===== config.mk =====
export PLATFORM = sky130hd
export DESIGN_NAME = param_updown_counter
export DESIGN_NICKNAME = d
export VERILOG_FILES = /design/src/rtl/param_updown_counter.sv
export SDC_FILE = /design/constraint.sdc
export NUM_CORES = 1
export LEC_CHECK = 0
export ABC_AREA = 1
export CAP_MARGIN = 20
export CORE_MARGIN = 4
export CORE_UTILIZATION = 45
export CTS_CLUSTER_DIAMETER = 40
export DETAILED_ROUTE_END_ITERATION = 10
export GPL_ROUTABILITY_DRIVEN = 0
export GPL_TIMING_DRIVEN = 0
export PLACE_DENSITY = 0.64
export SLEW_MARGIN = 5
export SYNTH_ARGS = -nofsm -noshare
export SYNTH_HDL_FRONTEND = slang
export SYNTH_SLANG_ARGS = --single-unit

===== constraint.sdc =====
create_clock -name clk -period 3 [get_ports clk]
set_clock_uncertainty 0.2 [all_clocks]
set_input_delay 0.45 -clock clk [delete_from_list [all_inputs] [get_ports clk]]
set_output_delay 0.45 -clock clk [all_outputs]
set_load 0.05 [all_outputs]

===== src/rtl/param_updown_counter.sv =====
// Up/down counter with a prescaled step enable, runtime upper limit,
// wrap/saturate/bounce modes, synchronous load and pause.
module param_updown_counter #(
  parameter int WIDTH    = 8,
  parameter int TICK_DIV = 10000000,
  parameter int PRE_W    = $clog2(TICK_DIV + 1)
) (
  input  logic             clk,
  input  logic             rst_n,
  input  logic             en,
  input  logic             dir,
  input  logic [1:0]       mode,
  input  logic [WIDTH-1:0] limit,
  input  logic             load,
  input  logic [WIDTH-1:0] load_val,
  output logic [WIDTH-1:0] count,
  output logic             dir_eff,
  output logic             tick,
  output logic             wrapped,
  output logic             at_min,
  output logic             at_max
);

  localparam logic [1:0]       MODE_WRAP   = 2'b00;
  localparam logic [1:0]       MODE_BOUNCE = 2'b10;
  localparam logic [PRE_W-1:0] PRE_LAST    = PRE_W'(TICK_DIV - 1);
  localparam logic [PRE_W-1:0] PRE_ONE     = PRE_W'(1);
  localparam logic [WIDTH-1:0] ONE         = WIDTH'(1);

  logic [PRE_W-1:0] r_pre;
  logic [WIDTH-1:0] r_count;
  logic             r_dir;
  logic             r_tick;
  logic             r_wrapped;

  logic             w_tick_int;
  logic [WIDTH-1:0] w_nxt_count;
  logic             w_nxt_dir;
  logic             w_nxt_wrap;

  function automatic logic [WIDTH-1:0] clamp_to_limit(
    input logic [WIDTH-1:0] v,
    input logic [WIDTH-1:0] lim
  );
    return (v > lim) ? lim : v;
  endfunction

  assign w_tick_int = en && (r_pre == PRE_LAST);

  // Next count/direction if a step were taken this cycle.
  always_comb begin
    w_nxt_count = r_count;
    w_nxt_dir   = r_dir;
    w_nxt_wrap  = 1'b0;
    if (r_count > limit) begin
      w_nxt_count = limit;
    end else if (mode == MODE_WRAP) begin
      if (r_dir) begin
        if (r_count == limit) begin
          w_nxt_count = '0;
          w_nxt_wrap  = 1'b1;
        end else begin
          w_nxt_count = r_count + ONE;
        end
      end else begin
        if (r_count == '0) begin
          w_nxt_count = limit;
          w_nxt_wrap  = 1'b1;
        end else begin
          w_nxt_count = r_count - ONE;
        end
      end
    end else if (mode == MODE_BOUNCE) begin
      // Direction flips on the step that lands on an endpoint, so dir_eff
      // already points back inward while the endpoint is displayed.
      if (limit == '0) begin
        w_nxt_dir = ~r_dir;
      end else if (r_dir) begin
        if (r_count == limit) begin
          w_nxt_count = limit - ONE;
          w_nxt_dir   = 1'b0;
        end else begin
          w_nxt_count = r_count + ONE;
          w_nxt_dir   = ((r_count + ONE) != limit);
        end
      end else begin
        if (r_count == '0) begin
          w_nxt_count = ONE;
          w_nxt_dir   = 1'b1;
        end else begin
          w_nxt_count = r_count - ONE;
          w_nxt_dir   = (r_count == ONE);
        end
      end
    end else begin
      if (r_dir) begin
        if (r_count != limit) w_nxt_count = r_count + ONE;
      end else begin
        if (r_count != '0) w_nxt_count = r_count - ONE;
      end
    end
  end

  always_ff @(posedge clk or negedge rst_n) begin
    if (!rst_n) begin
      r_pre <= '0;
    end else if (load) begin
      r_pre <= '0;
    end else if (en) begin
      r_pre <= (r_pre == PRE_LAST) ? '0 : r_pre + PRE_ONE;
    end
  end

  always_ff @(posedge clk or negedge rst_n) begin
    if (!rst_n) begin
      r_count   <= '0;
      r_dir     <= 1'b1;
      r_tick    <= 1'b0;
      r_wrapped <= 1'b0;
    end else if (load) begin
      r_count   <= clamp_to_limit(load_val, limit);
      r_dir     <= dir;
      r_tick    <= 1'b0;
      r_wrapped <= 1'b0;
    end else begin
      r_tick    <= w_tick_int;
      r_wrapped <= w_tick_int && w_nxt_wrap;
      if (w_tick_int) r_count <= w_nxt_count;
      if (mode != MODE_BOUNCE) begin
        r_dir <= dir;
      end else if (w_tick_int) begin
        r_dir <= w_nxt_dir;
      end
    end
  end

  assign count   = r_count;
  assign dir_eff = r_dir;
  assign tick    = r_tick;
  assign wrapped = r_wrapped;
  assign at_min  = (r_count == '0);
  assign at_max  = (r_count == limit);

endmodule


==> metrics.md, run 1 <==
| Metric | Value |
|---|---|
| Status | `completed` |
| TritonRoute pass-1 iters | `5` |
| Pins Over Slew Limit | `0` |
| Clock Tree Buf Depth | `2` |
| Slowest stage delay, CP | `between 0.6 and 0.7 ns` |
| Residual DRC | `0` |
| Yosys warns | `0` |
| Post-CTS Resized | `11` |
| Sequential area share after synthesis | `23.8%` |
| Setup crit end kind | `output pin` |
| Post-DP HPWL | `roughly 8.5 mm` |
| Number of diodes | `0` |
| CP required | `2.35 ns` |
| Global-route total usage across every layer | `22.6%` |
| Tcrit/Tclk final | `96.8%` |
| Seq. cell area | `between 800 and 900 um^2` |
| Final cell count without fillers | `~700` |
| Row Count | `32` |
| Syn nets | `slightly above 600` |
| Post-synthesis async set-or-reset flop share | `between 90% and 100%` |
| Worst vdd ir | `roughly 0.17 mV` |
| Area growth from synthesis to layout | `15.1%` |
| Reg2reg start | `count[0]` |
| Post-DRT Antenna Nets | `0` |
| Inst Count DP | `just over 700` |
| Port bufs | `34` |
| Most frequent CP cell | `inv_1` |
| Number of buffers created by CTS | `5` |
| Vias in the first global route | `3,533` |
| CTS tree | `done` |
| Top cells by count, synth | `169 x nand2_1, 75 x nor2_1, 58 x inv_1, 55 x nand3_1, 34 x dfrtp_1` |
| Io pins | `36` |
| Layout cell share with drive strength beyond 1 | `11.5%` |
| Synthesized area per cell | `approximately 6.4 um^2` |
| Startpoint types | `primary input` |
| Synth top area share | `23.0%` |
| Hold Fails Final Rpt | `0` |
| Height of the die | `98.6 um` |
| RSZ-0062 raised after global routing | `false` |
| Cts hold-fix bufs | `0` |
| CP delay by family, top | `buffers and inverters` |
| Post-synth top area cell | `dfrtp_1` |
| Gr ovfl total | `0` |
| Top-count cell post-synth | `nand2_1` |
| Worst-Skew Late Latency | `0.29 ns` |
| Distinct cells, synth | `44` |
| Sink Count | `35` |
| DR vias | `slightly below 4k` |
| Hold WC Path Type | `in2async` |
| Die Wd | `just under 100 um` |
| Leakage | `just over 0.002 uW` |
| Max-cap violation count | `0` |
| Initial antenna violation count | `0` |
| Worst-margin pin slew | `roughly 0.81 ns` |
| Register-to-Register Path Depth | `13` |
| CP Data Arrival Time | `about 2.3 ns` |
| Slowest CP cell | `clkdlybuf4s50_1` |
| DR vias/cell | `about 5.4` |
| Cell count after synthesis | `about 580` |
| H-Tree Depth | `2` |
| FF+latch count, synth | `35` |
| Starting Density | `47.1%` |
| Reg-to-reg endpoint | `count[5]` |
| Root Driver | `clkbuf_8` |
| Worst path bufs/invs | `5` |
| Wirelength per Cell | `14.9 um` |
| Die area | `9720 um^2` |
| First-pass GRT wire length | `17.7 mm` |
| Synth area leaders | `dfrtp_1 23%, nand2_1 17%, ha_1 7.8%, nor2_1 7.6%, nand3_1 7.5%` |
| Slew margin rel. | `a little under half` |
| Largest fanout on the critical path | `5` |
| Finish-stage setup viols | `0` |
| Post-Route WL | `between 10 and 15 mm` |
| Pin count of the biggest net entering global routing | `36` |
| Nets | `663` |
| Power Density | `roughly 470 nW/um^2` |
| R2r setup slk | `around 0.52 ns` |
| Top_reg_cell synth | `dfrtp_1` |
| Post-Syn Area | `3690 um^2` |
| Clock transition at path regs | `approximately 0.08 ns` |
| Final min period | `2.90 ns` |
| DP Worst Slack | `-0.703 ns` |
| Multi-input logic area | `around 2500 um^2` |
| Post-CTS Setup Bufs | `0` |
| CP Class | `in2out` |
| Final worst slack | `around 0.096 ns` |
| Fillers | `835` |
| Post-synth EDFFs | `0` |
| Core box area | `between 7000 and 8000 um^2` |
| Worst-path cell chain | `clkdlybuf4s50_1 -> inv_2 -> ha_1 -> inv_1 -> nor2_1 -> nand3_1 -> inv_1 -> buf_4` |
| DR iter-0 viols | `379` |
| Max Clk Rate | `roughly 340 MHz` |
-- worst register-to-register path, stage by stage, from the launching register on --
cell	delay [ns]
dfrtp_1	0.44
inv_1	0.20
ha_1	0.37
nand2_1	0.06
nor2_1	0.17
nand2_2	0.12
nand2_1	0.12
nand2_1	0.06
nor2_1	0.09
nand3_1	0.12
nand3_4	0.16
clkinv_4	0.11
nor2_2	0.11
a21oi_2	0.04
-- cells in the final DEF (no fill, tap or decap), types with 7 or more instances in the layout --
cell	n
xor2_1	18
dfrtp_1	34
ha_1	23
xnor2_1	7
nand2_1	169
o21ai_0	14
nor2_1	75
nand4_1	16
nor2_2	11
inv_2	8
inv_1	55
nor3_1	8
nand2_2	8
a21oi_1	17
nand3_1	55
clkdlybuf4s50_1	27
-- per-layer routing --
metal | GRT usage, % | part of all wire (%)
met5 | 0 | 0
met3 | 4.18 | 8.3
met2 | 31.4 | 40
met1 | 35.8 | 50
met4 | 5.15 | 1.5
-- worst max path at each step --
stage	startpoint	end	slack, ns	cells past startpoint
3_3_place_gp	limit[5]	at_max	-0.73	8
6_report	limit[1]	at_max	0.1	8
3_5_place_dp	limit[7]	at_max	-0.70	8
5_1_grt	limit[1]	at_max	0.004	8
2_1_floorplan	count[7]	count[2]	0.45	11
4_1_cts	count[0]	at_min	0.0004	5
-- flip-flops by register name (all words and copies together), names as in the netlist --
signal,flops
count,8
tick,1
wrapped,1
dir_eff,1
r_pre,24
-- kinds of logic (layout without fill, tap and decap cells) --
family	Yosys count	after routing	synth area share, %
adders and majority gates	23	23	7.79
and+or+nand+nor	364	364	45.6
DFF	35	35	23.8
AOI/OAI and AO/OA	49	49	7.66
buffers and inverters	80	122	9.22
xor gates and xnor gates	25	25	5.93
-- report_power, final --
| part | switching [uW] | total [uW] | internal (uW) |
|---|---|---|---|
| combinational | 686 | 1040 | 356 |
| sequential | 63.8 | 572 | 508 |
| clock | 181 | 367 | 185 |
| total | 931 | 1980 | 1050 |
-- stage by stage --
step	hold WS (ns)	TNS, ns	area [um^2]	total power [uW]	util (%)
after floorplan	-0.0456	0	3690	1300	-
after global placement	0.305	-1.88	4160	1600	53.0
after detailed placement	0.334	-2.16	4160	1610	52.9
after CTS	0.0740	0	4240	1980	54.1
after global routing	0.114	0	4250	2140	54.2
final	0.0400	0	4250	1980	54.2
-- layout make-up --
class                   instances  share of cell area (%)
multi-input cells             461                    58.2
flip-flops and latches         35                    20.6
repair buffers                 34                    7.95
inverters                      67                    6.15
well taps                     102                    3.00
clock buffers                   7                    2.03
plain buffers                  13                    1.91
clock inverters                 1                   0.118
Power figures use the tool's default switching activity.
==> inputs of run 2 (changes only) <==
--- a/config.mk
+++ b/config.mk
@@ -6,7 +6,6 @@
 export NUM_CORES = 1
 export LEC_CHECK = 0
 export ABC_AREA = 1
-export CAP_MARGIN = 20
 export CORE_MARGIN = 4
 export CORE_UTILIZATION = 45
 export CTS_CLUSTER_DIAMETER = 40
==> results of run 2 <==
Same layout as run 1: the final DEF is identical, and so are final timing and power.
==> inputs of run 3 (changes only) <==
--- a/config.mk
+++ b/config.mk
@@ -9,10 +9,12 @@
 export CORE_MARGIN = 4
 export CORE_UTILIZATION = 45
 export CTS_CLUSTER_DIAMETER = 40
+export CTS_CLUSTER_SIZE = 24
 export DETAILED_ROUTE_END_ITERATION = 10
 export GPL_ROUTABILITY_DRIVEN = 0
 export GPL_TIMING_DRIVEN = 0
-export PLACE_DENSITY = 0.64
+export PLACE_DENSITY = 0.65
+export SETUP_SLACK_MARGIN = 0.02
 export SLEW_MARGIN = 5
 export SYNTH_ARGS = -nofsm -noshare
 export SYNTH_HDL_FRONTEND = slang
==> metrics.md, run 3 (synthesis gave the netlist of run 1 again) <==
| Metric | Value |
|---|---|
| DR vias | `3,870` |
| Post-DP HPWL | `8.52 mm` |
| Startpoint types | `primary input` |
| Clock Tree Buf Depth | `2` |
| Sink Count | `35` |
| Hold Fails Final Rpt | `0` |
| Die Wd | `98.6 um` |
| Die area | `9720 um^2` |
| Port bufs | `34` |
| Finish-stage setup viols | `0` |
| Sequential Power Share | `between 20 and 30%` |
| Slew margin rel. | `48.0%` |
| Largest fanout on the critical path | `9` |
| CTS tree | `done` |
| Global-route total usage across every layer | `between 20% and 30%` |
| Max Clk Rate | `roughly 350 MHz` |
| H-Tree Depth | `2` |
| Setup crit end kind | `output pin` |
| Post-DRT Antenna Nets | `0` |
| RSZ-0062 raised after global routing | `false` |
| Area after DPL | `around 4200 um^2` |
| Worst-margin pin slew | `just under 0.8 ns` |
| Row Count | `32` |
| Fin area | `approximately 4200 um^2` |
| Residual DRC | `0` |
| Post-route worst hold slack | `about 0.029 ns` |
| Switching power | `around 940 uW` |
| Commonest non-fill, non-tap cell in the layout | `nand2_1` |
| Largest register FFs | `24` |
| Most frequent cells in the layout | `169 x nand2_1, 75 x nor2_1, 55 x inv_1, 54 x nand3_1, 34 x dfrtp_1` |
| Status | `completed` |
| Io pins | `36` |
| CP required | `2.35 ns` |
| Clock network power share | `17.8%` |
| Post-Route WL | `10.8 mm` |
| Max-cap violation count | `0` |
| Root Driver | `clkbuf_8` |
| Height of the die | `98.6 um` |
| Met2 Wirelength | `roughly 4.4 mm` |
| Wirelength per Cell | `roughly 15 um` |
| TritonRoute pass-1 iters | `5` |
| Clock transition at path regs | `0.08 ns` |
| Leakage | `approximately 0.002 uW` |
| Final total power | `about 2000 uW` |
| DR top layer | `met4` |
| DR vias/cell | `5.38` |
| Starting Density | `a little under half` |
| Number of diodes | `0` |
| R2r setup slk | `0.43 ns` |
| Layout cell share with drive strength beyond 1 | `11.7%` |
| DR iter-0 viols | `402` |
| Vias in the first global route | `3,545` |
| Final min period | `approximately 2.8 ns` |
| Largest reg by FF count | `r_pre` |
| Worst-Skew Late Latency | `between 0.2 and 0.3 ns` |
| CP Data Arrival Time | `2.19 ns` |
| Power Internal | `between 1000 and 1500 uW` |
| Nets | `about 660` |
| Reg2reg start | `count[0]` |
| Worst vdd ir | `around 0.18 mV` |
| Gr ovfl total | `0` |
| Number of buffers created by CTS | `5` |
| Combinational Power Share | `about 53%` |
| Sw frac | `about 48%` |
| Reg-to-reg endpoint | `count[7]` |
| Tcrit/Tclk final | `between 90% and 100%` |
| Area growth from synthesis to layout | `14.9%` |
| Hold WC Path Type | `in2async` |
| Core box area | `7850 um^2` |
| First-pass GRT wire length | `17.9 mm` |
| Pin count of the biggest net entering global routing | `36` |
| Met3 wire len | `around 1000 um` |
| M1 WL | `5.26 mm` |
| Power Density | `463 nW/um^2` |
| Register-to-Register Path Depth | `13` |
| Pins Over Slew Limit | `0` |
| CP Class | `in2out` |
| Initial antenna violation count | `0` |
==> run 3: what timing repair did <==
item,in CTS,in global routing
hold buffers,0,0
setup endpoints to repair,2,5
gates resized for setup,13,4
buffers inserted,0,0
==> run 3: power by group through the flow <==
stage | logic (uW) | clock network (uW) | registers (uW)
2_1_floorplan | 630 | 0 | 675
3_3_place_gp | 1020 | 0 | 583
5_1_grt | 1150 | 385 | 583
3_5_place_dp | 1020 | 0 | 584
4_1_cts | 1030 | 361 | 575
6_report | 1040 | 350 | 575
==> run 3: metrics by stage <==
step / instances / util, % / TNS (ns) / setup WS, ns
after floorplan: 576 / - / 0 / 0.445
after global placement: 712 / 53.0 / -1.91 / -0.709
after detailed placement: 712 / 52.9 / -2.50 / -0.702
after CTS: 720 / 54.0 / 0 / 0.0444
after global routing: 720 / 54.1 / 0 / 0.0452
final: 720 / 54.1 / 0 / 0.165
==> run 3: layout make-up <==
cell class | count | area [um^2]
fillers | 832 | 3600
multi-input cells | 461 | 2480
flip-flops and latches | 35 | 877
repair buffers | 34 | 333
inverters | 67 | 260
well taps | 102 | 128
plain buffers | 13 | 81.3
clock buffers | 6 | 72.6
clock inverters | 2 | 12.5
==> run 3: worst max-delay path, stage by stage <==
cell and delay, ns:
clkdlybuf4s50_1 0.53, clkinv_2 0.18, ha_1 0.34, nand2_1 0.08, nor2_1 0.12, nand3_2 0.15
inv_2 0.12, buf_4 0.20
==> run 3: how the worst max path moves through the flow <==
| stage | start | to | slack, ns |
|---|---|---|---|
| global route | limit[3] | count[1] | 0.05 |
| global placement | limit[7] | at_max | -0.71 |
| floorplan | count[7] | count[2] | 0.45 |
| CTS | limit[1] | at_max | 0.04 |
| finish | limit[3] | at_max | 0.16 |
| detailed placement | limit[7] | at_max | -0.70 |
==> run 3: per-layer routing <==
metal / GRT usage (%) / vias up
met2: 32.2 / 151
met5: 0 / -
met3: 5.17 / 15
li1: - / 1944
met4: 5.57 / 0
met1: 34.6 / 1760
